===== src/rtl/mux_ser_pkg.sv =====
// Shared types for the mux serializer: FSM state encoding.
package mux_ser_pkg;

  typedef enum logic {
    IDLE  = 1'b0,
    SHIFT = 1'b1
  } ser_state_e;

endpackage


===== src/rtl/mux_grp_sel.sv =====
// Selects the B-bit group at index sel from a (2**N)*B-bit word by shifting right sel*B bits.
module mux_grp_sel #(
  parameter int N = 2,
  parameter int B = 2
) (
  input  logic [(2**N)*B-1:0] word,
  input  logic [N-1:0]        sel,
  output logic [B-1:0]        grp
);

  logic [31:0] shamt;

  assign shamt = 32'(sel) * 32'(B);
  assign grp   = B'(word >> shamt);

endmodule


===== src/rtl/mux_serializer.sv =====
// Serializes a (2**N)*B-bit word into B-bit groups; first beat one cycle after accept, beats hold while out_ready=0.
// Define MUX_SER_MSB_FIRST_EN to emit groups from index 2**N-1 down to 0 instead of 0 upward.
module mux_serializer
  import mux_ser_pkg::*;
#(
  parameter int N = 2,
  parameter int B = 2
) (
  input  logic                clk,
  input  logic                rst,
  input  logic [(2**N)*B-1:0] X,
  input  logic                in_valid,
  output logic                in_ready,
  output logic [B-1:0]        Y,
  output logic [N-1:0]        A,
  output logic                out_valid,
  input  logic                out_ready,
  output logic                last
);

  localparam int W        = (2**N)*B;
  localparam int LAST_IDX = 2**N - 1;

`ifdef MUX_SER_MSB_FIRST_EN
  localparam logic [N-1:0] START_IDX = N'(LAST_IDX);
  localparam logic [N-1:0] END_IDX   = '0;
`else
  localparam logic [N-1:0] START_IDX = '0;
  localparam logic [N-1:0] END_IDX   = N'(LAST_IDX);
`endif

  ser_state_e     state_q, state_d;
  logic [W-1:0]   word_q, word_d;
  logic [N-1:0]   a_q, a_d;
  logic [N-1:0]   next_idx;

`ifdef MUX_SER_MSB_FIRST_EN
  assign next_idx = a_q - 1'b1;
`else
  assign next_idx = a_q + 1'b1;
`endif

  always_ff @(posedge clk or posedge rst) begin
    if (rst) begin
      state_q <= IDLE;
      word_q  <= '0;
      a_q     <= '0;
    end else begin
      state_q <= state_d;
      word_q  <= word_d;
      a_q     <= a_d;
    end
  end

  // The last beat returns to IDLE without stepping A, so the index never wraps.
  always_comb begin
    state_d   = state_q;
    word_d    = word_q;
    a_d       = a_q;
    in_ready  = 1'b0;
    out_valid = 1'b0;
    last      = 1'b0;
    case (state_q)
      IDLE: begin
        in_ready = 1'b1;
        if (in_valid) begin
          word_d  = X;
          a_d     = START_IDX;
          state_d = SHIFT;
        end
      end
      SHIFT: begin
        out_valid = 1'b1;
        last      = (a_q == END_IDX);
        if (out_ready) begin
          if (a_q == END_IDX) begin
            state_d = IDLE;
          end else begin
            a_d = next_idx;
          end
        end
      end
      default: state_d = IDLE;
    endcase
  end

  assign A = a_q;

  mux_grp_sel #(
    .N (N),
    .B (B)
  ) u_grp_sel (
    .word (word_q),
    .sel  (a_q),
    .grp  (Y)
  );

endmodule


===== config.mk =====
export PLATFORM = sky130hd
export DESIGN_NAME = mux_serializer
export DESIGN_NICKNAME = d
export VERILOG_FILES = /design/src/rtl/mux_ser_pkg.sv /design/src/rtl/mux_grp_sel.sv /design/src/rtl/mux_serializer.sv
export SDC_FILE = /design/constraint.sdc
export NUM_CORES = 1
export LEC_CHECK = 0
export BUFFER_PORTS_ARGS = -buffer_cell sky130_fd_sc_hd__buf_4
export CORE_UTILIZATION = 41
export DETAILED_ROUTE_END_ITERATION = 16
export GPL_TIMING_DRIVEN = 0
export MAX_ROUTING_LAYER = met4
export PLACE_DENSITY = 0.7
export SYNTH_ARGS = -nofsm -noshare
export SYNTH_HDL_FRONTEND = slang
export SYNTH_SLANG_ARGS = --single-unit
export TNS_END_PERCENT = 100

===== constraint.sdc =====
create_clock -name clk -period 1.14 [get_ports clk]
set_input_delay 0.171 -clock clk [delete_from_list [all_inputs] [get_ports clk]]
set_output_delay 0.171 -clock clk [all_outputs]
set_load 0.005 [all_outputs]

# Word level (Yosys, flattened, before mapping)
# Cells that the tools add are included.
# W data, S select, Z words.
# word_totals
regBits,11
inputBits,12
out_inout_bits,7
word_cells,23
# classes
addsub,1
n_eq_ne,4
n_shift,1
mux,11
bitwise,1
n_reduce_logical,2
# ops
operator,n
$shr A8 B3 Y2,1
$mux W1,6
$mux W2,3
$ne A2 B2 Y1 const B,3
$pmux W2 S2,1
$reduce_and A3 Y1,1
$add A2 B1 Y2 const B,1
$eq A2 B2 Y1 const B,1
$pmux W1 S2,1
$reduce_and A2 Y1,1
$not A1 Y1,1

# Logic depth before layout (Yosys ltp)
# Gate-level depths: netlist (run 1).
# depth
ltp_word,4
ltp_mapped,4
ltp_nobuf,4

# By module
# Synthesis (run 1) repeated with hierarchy kept, for this count alone.
# hier_totals
cells_unflattened,37
area_unflattened_um2,549.3
# by_module_without_submodules
mod,n_inst,cells_per_inst,area_per_inst_um2,seq_area_each_um2
mux_serializer,1,35,496.7,275.3
mux_grp_sel,1,2,52.6,0.0

# Worst setup path after synthesis (run 1)
# OpenSTA, ideal clock, no wires.
# synth_path
kind,register to register
startpoint,register a_q[0] (netlist: A[0])
endpoint,register a_q[1] (netlist: A[1])
setup_ps,122
arrival_ps,1079
t_required_ps,1018
path_slack_ps,-61
path_stages_with_launch,5
path_buffers,0
period_less_slack_ps,1201
cell_sequence,dfrtp_1 > ha_1 > nor2b_1 > o21bai_1 > a32o_1
# synth_via
elab_chain_cells,4
word_cells_on_any_way,7
classes_between,1 x add/sub; 2 x eq/ne; 3 x mux; 1 x reduce/logical
# synth_lines
item,line_no,source
from (decl),mux_serializer.sv:34,"logic [N-1:0] a_q, a_d;"
from (signal assigned),mux_serializer.sv:47,a_q <= '0;
from (signal assigned),mux_serializer.sv:51,a_q <= a_d;
$add A2 B1 Y2,mux_serializer.sv:40,assign next_idx = a_q + 1'b1;
$mux W2,mux_serializer.sv:76,if (a_q == END_IDX) begin
$mux W2,mux_serializer.sv:75,if (out_ready) begin
$pmux W2 S2,mux_serializer.sv:63,case (state_q)
# Parallel ways exist; a longest one is shown, timed or not. The select of a mux whose other input is x is not followed.
# A chain may end at the register's enable or synchronous reset.

# Worst setup path in the final report (run 1)
# layout_path
startpoint,register a_q[1] (netlist: A[1])
endpoint,output Y[1]
# layout_via
elab_chain_cells,1
# layout_lines
item,line_no,source
$shr A8 B3 Y2,mux_grp_sel.sv:14,assign grp = B'(word >> shamt);
to (decl),mux_serializer.sv:14,"output logic [B-1:0] Y,"
# No other way between the ends.

==> reports/metrics.yaml, run 1 <==
outcome: "complete, but fails checks"
failed_checks: "setup timing"
grt_pass1_wl_um: 1900
rows: 12
hp-class: "input pin to flop"
r2r_end: "A[1]"
cts.sinks: 11
hold_path_depth: 2
p_clk_share_pct: 13.7
place_ws_ps: -174
irDropWorstVdd_mv: 1.31
worst_pin_slew_ps: 414
period_needed_ps: 1510
setup_viol: 14
combPwrFrac_pct: 49.3
cts_made_buffers: 3
start_util_pct: 46.4
max_freq_ghz: 0.662
hold_start: "out_ready"
portBuffers: 18
antenna_found_initial: 0
core-area_sq_mm: 0.00116
grt_max_degree: 12
multi_input_area_sq_um: 246
power_per_cell_area_mw_per_mm2: 2620
reg2reg_slack_ps: -150
critPathSlowestCell: "mux4_2"
cp-end-kind: "output pin"
startpoint_type: "flop"
cp.depth: 2
via_count: 394
final_hold_viol_count: 0
syn_inst: 34
n_antenna_cell: 0
cpPeakStageDelay_ps: 530
p_int_mw: 1.41
drv_slew: 0
crit_buf_inv: 1
cp_top_family: "multiplexers"
dp_cells: 66
dp_hpwl_um: 801
fp.dieW_um: 38.2
syn_nets: 47
layout-drive-gt1-share_pct: 66.7
first_pass_iters: 4
drt_iter0_drc: 9
syn_area_sq_um: 537
gp_congestion: 0.711
ys_types: 13
crit_required_ps: 970
antenna_left: 0
nets: 74
cap_violations: 0
finalClockSkew_ps: 4.61
synthToLayoutAreaGrowth_pct: 43.1
fin_ws_ps: -371
worstPathArrival_ps: 1340
cts-root-buf: "clkbuf_4"
nFillCells: 94
fin_area_sq_um: 768
drc: 0
pwr-share-seq_pct: 37.0
clk_path_buf_depth: 2
placed_area_sq_um: 694
clkSlewWorstSetupHoldPaths_ps: 80
crit_path_cell_trace: "mux4_2 > buf_6"
io_pins: 19
yosysWarnings: 0
syn_area_per_cell_sq_um: 15.8
holdPathEnd: "state_q"
fin_crit_sh_pct: 133
worst_hold_slack_ps: 79.2
worst-setup-path-type: "flop to output pin"
clock_latency_ps: 270
p_leak_nw: 0.377
synth_seq_cells: 11
cp_max_fo: 3
h-tree-depth: 1
grtUsageTotal_pct: 21.5
grt_pass1_vias: 424
switching_share_pct: 29.9
reg2reg_depth: 5
wirelength_um: 1190
yosysSeqAreaShare_pct: 51.3
die_h_um: 38.2
via_per_inst: 5.32
dieArea_sq_mm: 0.00146
grt_overflow_total: 0
register_area_sq_um: 275
reg2reg_from: "A[1]"
route.detailed.wl_per_inst_um: 16.0
relSlewSlack_pct: 72.4
rsz0062_at_grt: "true"
tns_ps: -1610
finalNonFillerCells: 74
cts_tree: "yes"
switchingPower_uw: 600
==> cells by family (layout without fill, tap and decap cells) <==
| logic type | count (synthesis) | after routing | share of synthesized area [%] |
|---|---|---|---|
| DFF | 11 | 11 | 51.3 |
| muxes | 10 | 10 | 32.2 |
| and+or+nand+nor | 5 | 5 | 4.90 |
| AOI/OAI and AO/OA | 4 | 4 | 5.83 |
| buffers and inverters | 3 | 29 | 3.50 |
| adders and majority gates | 1 | 1 | 2.33 |
==> cells in the mapped netlist, drive strengths merged <==
cell | instances | area share (%)
nor2 | 2 | 1.4
and2 | 1 | 1.2
mux2 | 8 | 22
o21bai | 1 | 1.4
inv | 2 | 1.4
dfrtp | 11 | 51
a22o | 1 | 1.6
mux4 | 2 | 9.8
a21oi | 1 | 0.93
a32o | 1 | 1.9
ha | 1 | 2.3
buf | 1 | 2.1
nor2b | 2 | 2.3
==> metal layers <==
metal / part of all wire [%] / up-vias / global-route usage (%)
met5: 0 / - / -
met4: 0 / 0 / 5.36
met3: 8.0 / 0 / 10.5
met2: 54 / 22 / 36.4
met1: 38 / 198 / 22.3
li1: - / 174 / -
==> placed cells by master, fill, tap and decap left out, drive strengths merged <==
master / synthesis / layout
nor2b: 2 / 2
nor2: 2 / 2
a32o: 1 / 1
a21oi: 1 / 1
buf: 1 / 22
clkinv: 0 / 1
mux4: 2 / 2
clkbuf: 0 / 3
dlygate4sd3: 0 / 1
a22o: 1 / 1
ha: 1 / 1
o21bai: 1 / 1
mux2: 8 / 8
dfrtp: 11 / 11
inv: 2 / 2
and2: 1 / 1
==> power groups by stage <==
stage,sequential (mW),clock (mW),combinational [mW]
floorplan,0.694,0,0.528
global placement,0.725,0,0.787
detailed placement,0.739,0,0.830
CTS,0.734,0.287,0.967
global route,0.761,0.313,1.07
finish,0.744,0.275,0.992
==> worst register-to-register path, stage by stage, from the launching register on <==
cell and delay, ps:
dfrtp_1 420, buf_4 160, ha_2 180, nor2b_2 120
o21bai_1 90, a32o_1 210
==> timing repair <==
action / 4_1_cts / 5_1_grt
gates resized for setup: 4 / 4
endpoints found under the setup margin: 14 / 16
gates cloned: 0 / 0
pin swaps: 0 / 1
setup buffers: 3 / 0
hold endpoints to repair: 11 / 0
hold buffers: 1 / 0
==> registers in the layout (all words and copies together) (netlist names) <==
name     flops
state_q      1
word_q       8
A            2
==> how the worst max path moves through the flow <==
| stage | startpoint | endpoint | slack, ps |
|---|---|---|---|
| after floorplan | A[1] | Y[0] | -20 |
| after global placement | A[1] | Y[0] | -170 |
| after detailed placement | A[1] | Y[1] | -170 |
| after CTS | A[1] | Y[1] | -390 |
| after global routing | A[1] | Y[0] | -440 |
| final | A[1] | Y[1] | -370 |
==> cell type report <==
cell class | instances | share of cell area (%)
buffer | 1 | 1.47
clock buffer | 3 | 2.93
clock inverter | 1 | 0.651
inverter | 2 | 0.977
multi-input combinational | 20 | 32.1
sequential | 11 | 35.8
tap | 14 | 2.28
timing repair buffer | 22 | 23.8
==> through the flow <==
step	power [mW]	utilization (%)
floorplan	1.22	-
global placement	1.51	60.1
detailed placement	1.57	60.1
CTS	1.99	65.3
global route	2.14	66.5
finish	2.01	66.5
(Power assumes the default switching activity.)
==> run 2, diff against run 1 <==
--- a/config.mk
+++ b/config.mk
@@ -5,12 +5,13 @@
 export SDC_FILE = /design/constraint.sdc
 export NUM_CORES = 1
 export LEC_CHECK = 0
+export ABC_AREA = 1
 export BUFFER_PORTS_ARGS = -buffer_cell sky130_fd_sc_hd__buf_4
-export CORE_UTILIZATION = 41
+export CORE_UTILIZATION = 42
 export DETAILED_ROUTE_END_ITERATION = 16
 export GPL_TIMING_DRIVEN = 0
 export MAX_ROUTING_LAYER = met4
-export PLACE_DENSITY = 0.7
+export PLACE_DENSITY = 0.71
 export SYNTH_ARGS = -nofsm -noshare
 export SYNTH_HDL_FRONTEND = slang
 export SYNTH_SLANG_ARGS = --single-unit
==> reports/metrics.yaml, run 2 <==
top_register: "word_q"  # unchanged
fin_area_sq_um: 806  # was 768 sq um
drt_iter0_drc: 6  # was 9
rows: 12  # unchanged
max_freq_ghz: 0.769  # was 0.662 GHz
antenna_left: 0  # unchanged
cts_made_buffers: 3  # unchanged
io_pins: 19  # unchanged
via_count: 495  # was 394
nFillCells: 102  # was 94
synth_seq_cells: 11  # unchanged
route.detailed.wl_per_inst_um: 11.3  # was 16.0 um
dieArea_sq_mm: 0.00149  # was 0.00146 sq mm
clk_path_buf_depth: 2  # unchanged
synthToLayoutAreaGrowth_pct: 43.4  # was 43.1%
cpPeakStageDelay_ps: 470  # was 530 ps
first_pass_iters: 4  # unchanged
yosys-top-cells-count: "nand2_1, dfrtp_1, inv_1, o21a_1, nand3_1"  # was dfrtp_1, mux2_4
synth_edf_count: 0  # unchanged
synthTopCellsByArea: "dfrtp_1, nand2_1, o21a_1"  # was dfrtp_1, mux2_4, mux4_1
synth_top_area_share_pct: 49.0  # was 51.3%
failed_checks: "setup timing"  # unchanged
synth_most_common_cell: "nand2_1"  # was dfrtp_1
cp-end-kind: "output pin"  # unchanged
grt_max_degree: 12  # unchanged
worst-setup-path-type: "flop to output pin"  # unchanged
cap_violations: 0  # unchanged
synth_top_cell_by_area: "dfrtp_1"  # unchanged
mostFrequentLayoutCell: "nand2_1"  # was buf_4
mostFrequentLayoutCells: "nand2_1, buf_4, o21a_1, dfrtp_1, inv_1"  # was buf_4, dfrtp_1, mux2_4, buf_6, clkbuf_4
rsz0062_at_grt: "true"  # unchanged
cts.sinks: 11  # unchanged
syn_inst: 68  # was 34
cts_tree: "yes"  # unchanged
yosysWarnings: 0  # unchanged
register_area_sq_um: 279  # was 275 sq um
finalPower_mw: 2.02  # was 2.01 mW
grt_pass1_vias: 449  # was 424
antenna_found_initial: 0  # unchanged
period_needed_ps: 1300  # was 1510 ps
core-area_sq_mm: 0.00117  # was 0.00116 sq mm
fin_ws_ps: -161  # was -371 ps
p_leak_nw: 0.429  # was 0.377 nW
placed_area_sq_um: 714  # was 694 sq um
clock_latency_ps: 270  # about the same
clkSlewWorstSetupHoldPaths_ps: 70  # was 80 ps
via_per_inst: 4.63  # was 5.32
crit_path_cell_trace: "inv_4 > nand2_2 > nand3_1 > nand2_1 > buf_4"  # was mux4_2 > buf_6
grt_overflow_total: 0  # unchanged
synthFlopType: "dfrtp_1"  # unchanged
portBuffers: 18  # unchanged
relSlewSlack_pct: 71.6  # was 72.4%
worst_hold_slack_ps: 109  # was 79.2 ps
grtUsageTotal_pct: 18.8  # was 21.5%
ys_types: 12  # was 13
syn_area_per_cell_sq_um: 8.26  # was 15.8 sq um
grt_pass1_wl_um: 1790  # was 1900 um
drv_slew: 0  # unchanged
gp_congestion: 0.783  # was 0.711
layout-drive-gt1-share_pct: 41.9  # was 66.7%
fp.dieW_um: 38.6  # was 38.2 um
hp-class: "input pin to flop"  # unchanged
dp_hpwl_um: 807  # was 801 um
drc: 0  # unchanged
power_per_cell_area_mw_per_mm2: 2510  # was 2620 mW/mm^2
worstPathArrival_ps: 1130  # was 1340 ps
async_flop_share_pct: 100  # unchanged
yosysSeqAreaShare_pct: 49.0  # was 51.3%
setup_viol: 4  # was 14
n_antenna_cell: 0  # unchanged
worst_pin_slew_ps: 425  # was 414 ps
finalClockSkew_ps: 5.95  # was 4.61 ps
crit_required_ps: 970  # about the same
largest_reg_flops: 8  # unchanged
nets: 107  # was 74
multi_input_area_sq_um: 241  # was 246 sq um
critPathSlowestCell: "dfrtp_2"  # was mux4_2
start_util_pct: 48.0  # was 46.4%
syn_nets: 81  # was 47
syn_area_sq_um: 562  # was 537 sq um
cts-root-buf: "clkbuf_4"  # unchanged
cp_max_fo: 7  # was 3
die_h_um: 38.6  # was 38.2 um
outcome: "complete, but fails checks"  # unchanged
fin_crit_sh_pct: 114  # was 133%
wirelength_um: 1210  # was 1190 um
h-tree-depth: 1  # unchanged
irDropWorstVdd_mv: 1.44  # was 1.31 mV
startpoint_type: "flop"  # unchanged
final_hold_viol_count: 0  # unchanged
==> run 2: cell count changes in the layout (fill, tap and decap cells not counted), moves of 3 or more <==
cell     change
dfrtp_1      -3
dfrtp_2      +3
inv_1        +5
inv_2        +6
mux2_4       -8
nand2_1     +19
nand3_1      +6
o21a_1       +8
==> run 2: worst max-delay path, delay by kind of cell, from the launching register on <==
| kind | cells | cell delay, ps |
|---|---|---|
| buf+inv | 2 | 230 |
| simple gates | 3 | 170 |
| flops | 1 | 470 |
==> run 2: metal layers <==
metal	GRT usage (%)	up-vias	routed length, um
met5	-	-	0
met3	5.20	2	77
met1	22.1	214	576
li1	-	262	-
met2	30.0	17	548
met4	7.76	0	8
==> run 2: cells by family (layout without fill, tap and decap cells) <==
kind of cell             after synthesis  after routing  share of synthesized area (%)
AND/OR/NAND/NOR                       32             32                           25.2
buffers and inverters                 15             40                           12.0
flip-flops                            11             11                           49.0
AO/OA/AOI/OAI                          9              9                           11.6
adder cells (fa/ha/maj)                1              1                           2.23
==> run 2: report_power, final <==
group	switching (mW)	total [mW]	internal, mW	leakage, nW
combinational	0.470	1.03	0.563	0.298
clock	0.130	0.265	0.135	0.0150
sequential	0.153	0.725	0.572	0.116
total	0.753	2.02	1.27	0.429
==> run 2: area by class of cell <==
class | count | area share, %
buffer | 1 | 1.86
multi-input combinational | 42 | 30.0
tap | 14 | 2.17
sequential | 11 | 34.6
timing repair buffer | 21 | 21.3
clock buffer | 4 | 3.26
inverter | 14 | 6.83
==> run 2: through the flow <==
step           util (%)  worst slack, ps  setup TNS [ps]  instances
6_report           68.8             -161            -535        107
5_1_grt            68.8             -204            -688        107
4_1_cts            67.5             -164            -490        107
3_5_place_dp       61.0           -0.150          -0.150        100
3_3_place_gp       61.0             19.9               0        100
2_1_floorplan         -             82.2               0         68
==> run 2: final timing paths <==
| path | from | endpoint | slack (ps) | cells after the start |
|---|---|---|---|---|
| setup / recovery | A[0] | Y[0] | -160 | 5 |
| hold / removal | X[0] | word_q[0] | 110 | 2 |
| setup reg to reg | state_q | word_q[2] | 50 | 4 |
| hold reg to reg | word_q[2] | word_q[2] | 560 | 3 |
| max in group asynchronous | rst | A[0] | 360 | 3 |
| min in group asynchronous | rst | word_q[3] | 450 | 3 |
==> run 2: repair_timing <==
item | in CTS | in global routing
endpoints found under the hold margin | 11 | 0
hold buffers | 1 | 0
buffers inserted | 2 | 0
resized for setup | 8 | 5
pin swaps | 1 | 1
endpoints found under the setup margin | 4 | 14
==> run 3, diff against run 2 <==
--- a/config.mk
+++ b/config.mk
@@ -7,11 +7,12 @@
 export LEC_CHECK = 0
 export ABC_AREA = 1
 export BUFFER_PORTS_ARGS = -buffer_cell sky130_fd_sc_hd__buf_4
-export CORE_UTILIZATION = 42
+export CORE_AREA = 2 2 39 41
 export DETAILED_ROUTE_END_ITERATION = 16
+export DIE_AREA = 0 0 41 43
 export GPL_TIMING_DRIVEN = 0
 export MAX_ROUTING_LAYER = met4
-export PLACE_DENSITY = 0.71
+export PLACE_DENSITY = 0.69
 export SYNTH_ARGS = -nofsm -noshare
 export SYNTH_HDL_FRONTEND = slang
 export SYNTH_SLANG_ARGS = --single-unit
==> constraint.sdc (replaced) <==
create_clock -name clk -period 1.4 [get_ports clk]
set_input_delay 0.21 -clock clk [delete_from_list [all_inputs] [get_ports clk]]
set_output_delay 0.21 -clock clk [all_outputs]
set_load 0.005 [all_outputs]
==> reports/metrics.yaml, run 3 (synthesis results as in run 2) <==
outcome: "finished, final reports clean"  # was complete, but fails checks
clock_latency_ps: 260  # was 270 ps
final_hold_viol_count: 0  # unchanged
relSlewSlack_pct: 71.4  # was 71.6%
grt_overflow_total: 0  # unchanged
clk_path_buf_depth: 2  # unchanged
layout-drive-gt1-share_pct: 48.9  # was 41.9%
r2r_end: "word_q[6]"  # was word_q[2]
h-tree-depth: 1  # unchanged
antenna_found_initial: 0  # unchanged
io_pins: 19  # unchanged
die_h_um: 43  # was 38.6 um
synthToLayoutAreaGrowth_pct: 47.2  # was 43.4%
dr_wl_met3_um: 50  # was 77 um
first_pass_iters: 2  # was 4
n_antenna_cell: 0  # unchanged
cts-root-buf: "clkbuf_4"  # unchanged
reg2reg_from: "state_q"  # unchanged
crit_required_ps: 1190  # was 970 ps
irDropWorstVdd_mv: 1.01  # was 1.44 mV
grtUsageTotal_pct: 17.3  # was 18.8%
worstPathArrival_ps: 1150  # was 1130 ps
grt_pass1_wl_um: 1980  # was 1790 um
mostFrequentLayoutCells: "buf_4, nand2_1, dfrtp_1, o21a_1"  # was nand2_1, buf_4, o21a_1, dfrtp_1, inv_1
grt_max_degree: 12  # unchanged
cp_max_fo: 8  # was 7
met1_length_um: 540  # was 576 um
worst_hold_slack_ps: 143  # was 109 ps
utilization_pct: 59.8  # was 68.8%
cts.sinks: 11  # unchanged
hp-class: "input pin to flop"  # unchanged
rows: 14  # was 12
reg2reg_slack_ps: 290  # was 50 ps
hold_start: "out_ready"  # was X[0]
start_util_pct: 40.6  # was 48.0%
critPathSlowestCell: "dfrtp_2"  # unchanged
cts_made_buffers: 3  # unchanged
dp_hpwl_um: 894  # was 807 um
cts_tree: "yes"  # unchanged
rsz0062_at_grt: "true"  # unchanged
period_needed_ps: 1360
portBuffers: 18  # unchanged
mostFrequentLayoutCell: "buf_4"  # was nand2_1
power_per_cell_area_mw_per_mm2: 2080  # was 2510 mW/mm^2
route.detailed.wl_per_inst_um: 11.6  # was 11.3 um
routed.top_layer: "met4"  # unchanged
finalClockSkew_ps: 0.740  # was 5.95 ps
worst-setup-path-type: "flop to output pin"  # unchanged
cpPeakStageDelay_ps: 490  # was 470 ps
largest_reg_flops: 8  # unchanged
setup_viol: 0  # was 4
dieArea_sq_mm: 0.00176  # was 0.00149 sq mm
cp-end-kind: "output pin"  # unchanged
wirelength_um: 1260  # was 1210 um
drv_slew: 0  # unchanged
fp.dieW_um: 41  # was 38.6 um
met2_length_um: 655  # was 548 um
antenna_left: 0  # unchanged
holdPathEnd: "state_q"  # was word_q[0]
gp_congestion: 0.731  # was 0.783
hold_path_depth: 2  # unchanged
cap_violations: 0  # unchanged
drt_iter0_drc: 3  # was 6
reg2reg_depth: 4  # unchanged
max_freq_ghz: 0.738
crit_path_cell_trace: "ha_4 > nand2_2 > inv_2 > buf_6"  # was inv_4 > nand2_2 > nand3_1 > nand2_1 > buf_4
drc: 0  # unchanged
nets: 106  # was 107
via_count: 506  # was 495
p_leak_nw: 0.434  # was 0.429 nW
via_per_inst: 4.69  # was 4.63
fin_crit_sh_pct: 96.8
startpoint_type: "flop"  # unchanged
worst_pin_slew_ps: 428  # was 425 ps
clkSlewWorstSetupHoldPaths_ps: 70  # about the same
top_register: "word_q"  # unchanged
core-area_sq_mm: 0.00138  # was 0.00117 sq mm
grt_pass1_vias: 499  # was 449
cp-startpoint: "A[0]"  # unchanged
-- run 3: area by class of cell --
| type | instances | area [sq um] |
|---|---|---|
| buffer | 1 | 15.0 |
| sequential | 11 | 278 |
| timing repair buffer | 20 | 164 |
| multi-input combinational | 42 | 269 |
| inverter | 14 | 55.1 |
| fill | 130 | 557 |
| tap | 16 | 20.0 |
| clock buffer | 4 | 26.3 |
-- run 3: timing repair --
| action | in CTS | in global routing |
|---|---|---|
| hold endpoints to repair | 11 | 0 |
| pin swaps | 0 | 5 |
| hold buffers | 1 | 0 |
| gates resized for setup | 2 | 18 |
| endpoints found under the setup margin | 1 | 3 |
| buffers inserted | 0 | 1 |
-- run 3: critical path: cells and delay by family (launching register included) --
family / cells / cell delay [ps]
adder cells (fa/ha/maj): 1 / 190
buffers and inverters: 2 / 150
flip-flops: 1 / 490
AND/OR/NAND/NOR: 1 / 60
-- run 3: power by group --
group,switching (mW),internal [mW],leakage [nW],total [mW]
sequential,0.141,0.464,0.117,0.605
clock,0.105,0.110,0.0150,0.215
combinational,0.418,0.483,0.303,0.901
-- run 3: through the flow --
| step | setup slack [ps] | power, mW | cells | instance area (sq um) | TNS, ps |
|---|---|---|---|---|---|
| final | 44.4 | 1.72 | 108 | 827 | 0 |
| after global routing | -24.2 | 1.87 | 108 | 827 | -47.9 |
| after CTS | 13.7 | 1.53 | 107 | 757 | 0 |
| after detailed placement | 251 | 1.29 | 102 | 717 | 0 |
| after global placement | 263 | 1.26 | 102 | 717 | 0 |
| after floorplan | 342 | 1.01 | 68 | 562 | 0 |
-- run 3: how the worst max path moves through the flow --
| stage | endpoint | slack (ps) | cells after the start |
|---|---|---|---|
| after floorplan | A[0] | 340 | 5 |
| after global routing | Y[0] | -20 | 5 |
| after CTS | last | 10 | 4 |
| after detailed placement | last | 250 | 4 |
| final | last | 40 | 4 |
| after global placement | last | 260 | 4 |
-- run 3: layer usage --
metal,up-vias,global-route usage [%]
met3,2,3.14
met4,0,8.00
met5,-,-
met1,233,19.6
li1,260,-
met2,11,27.8
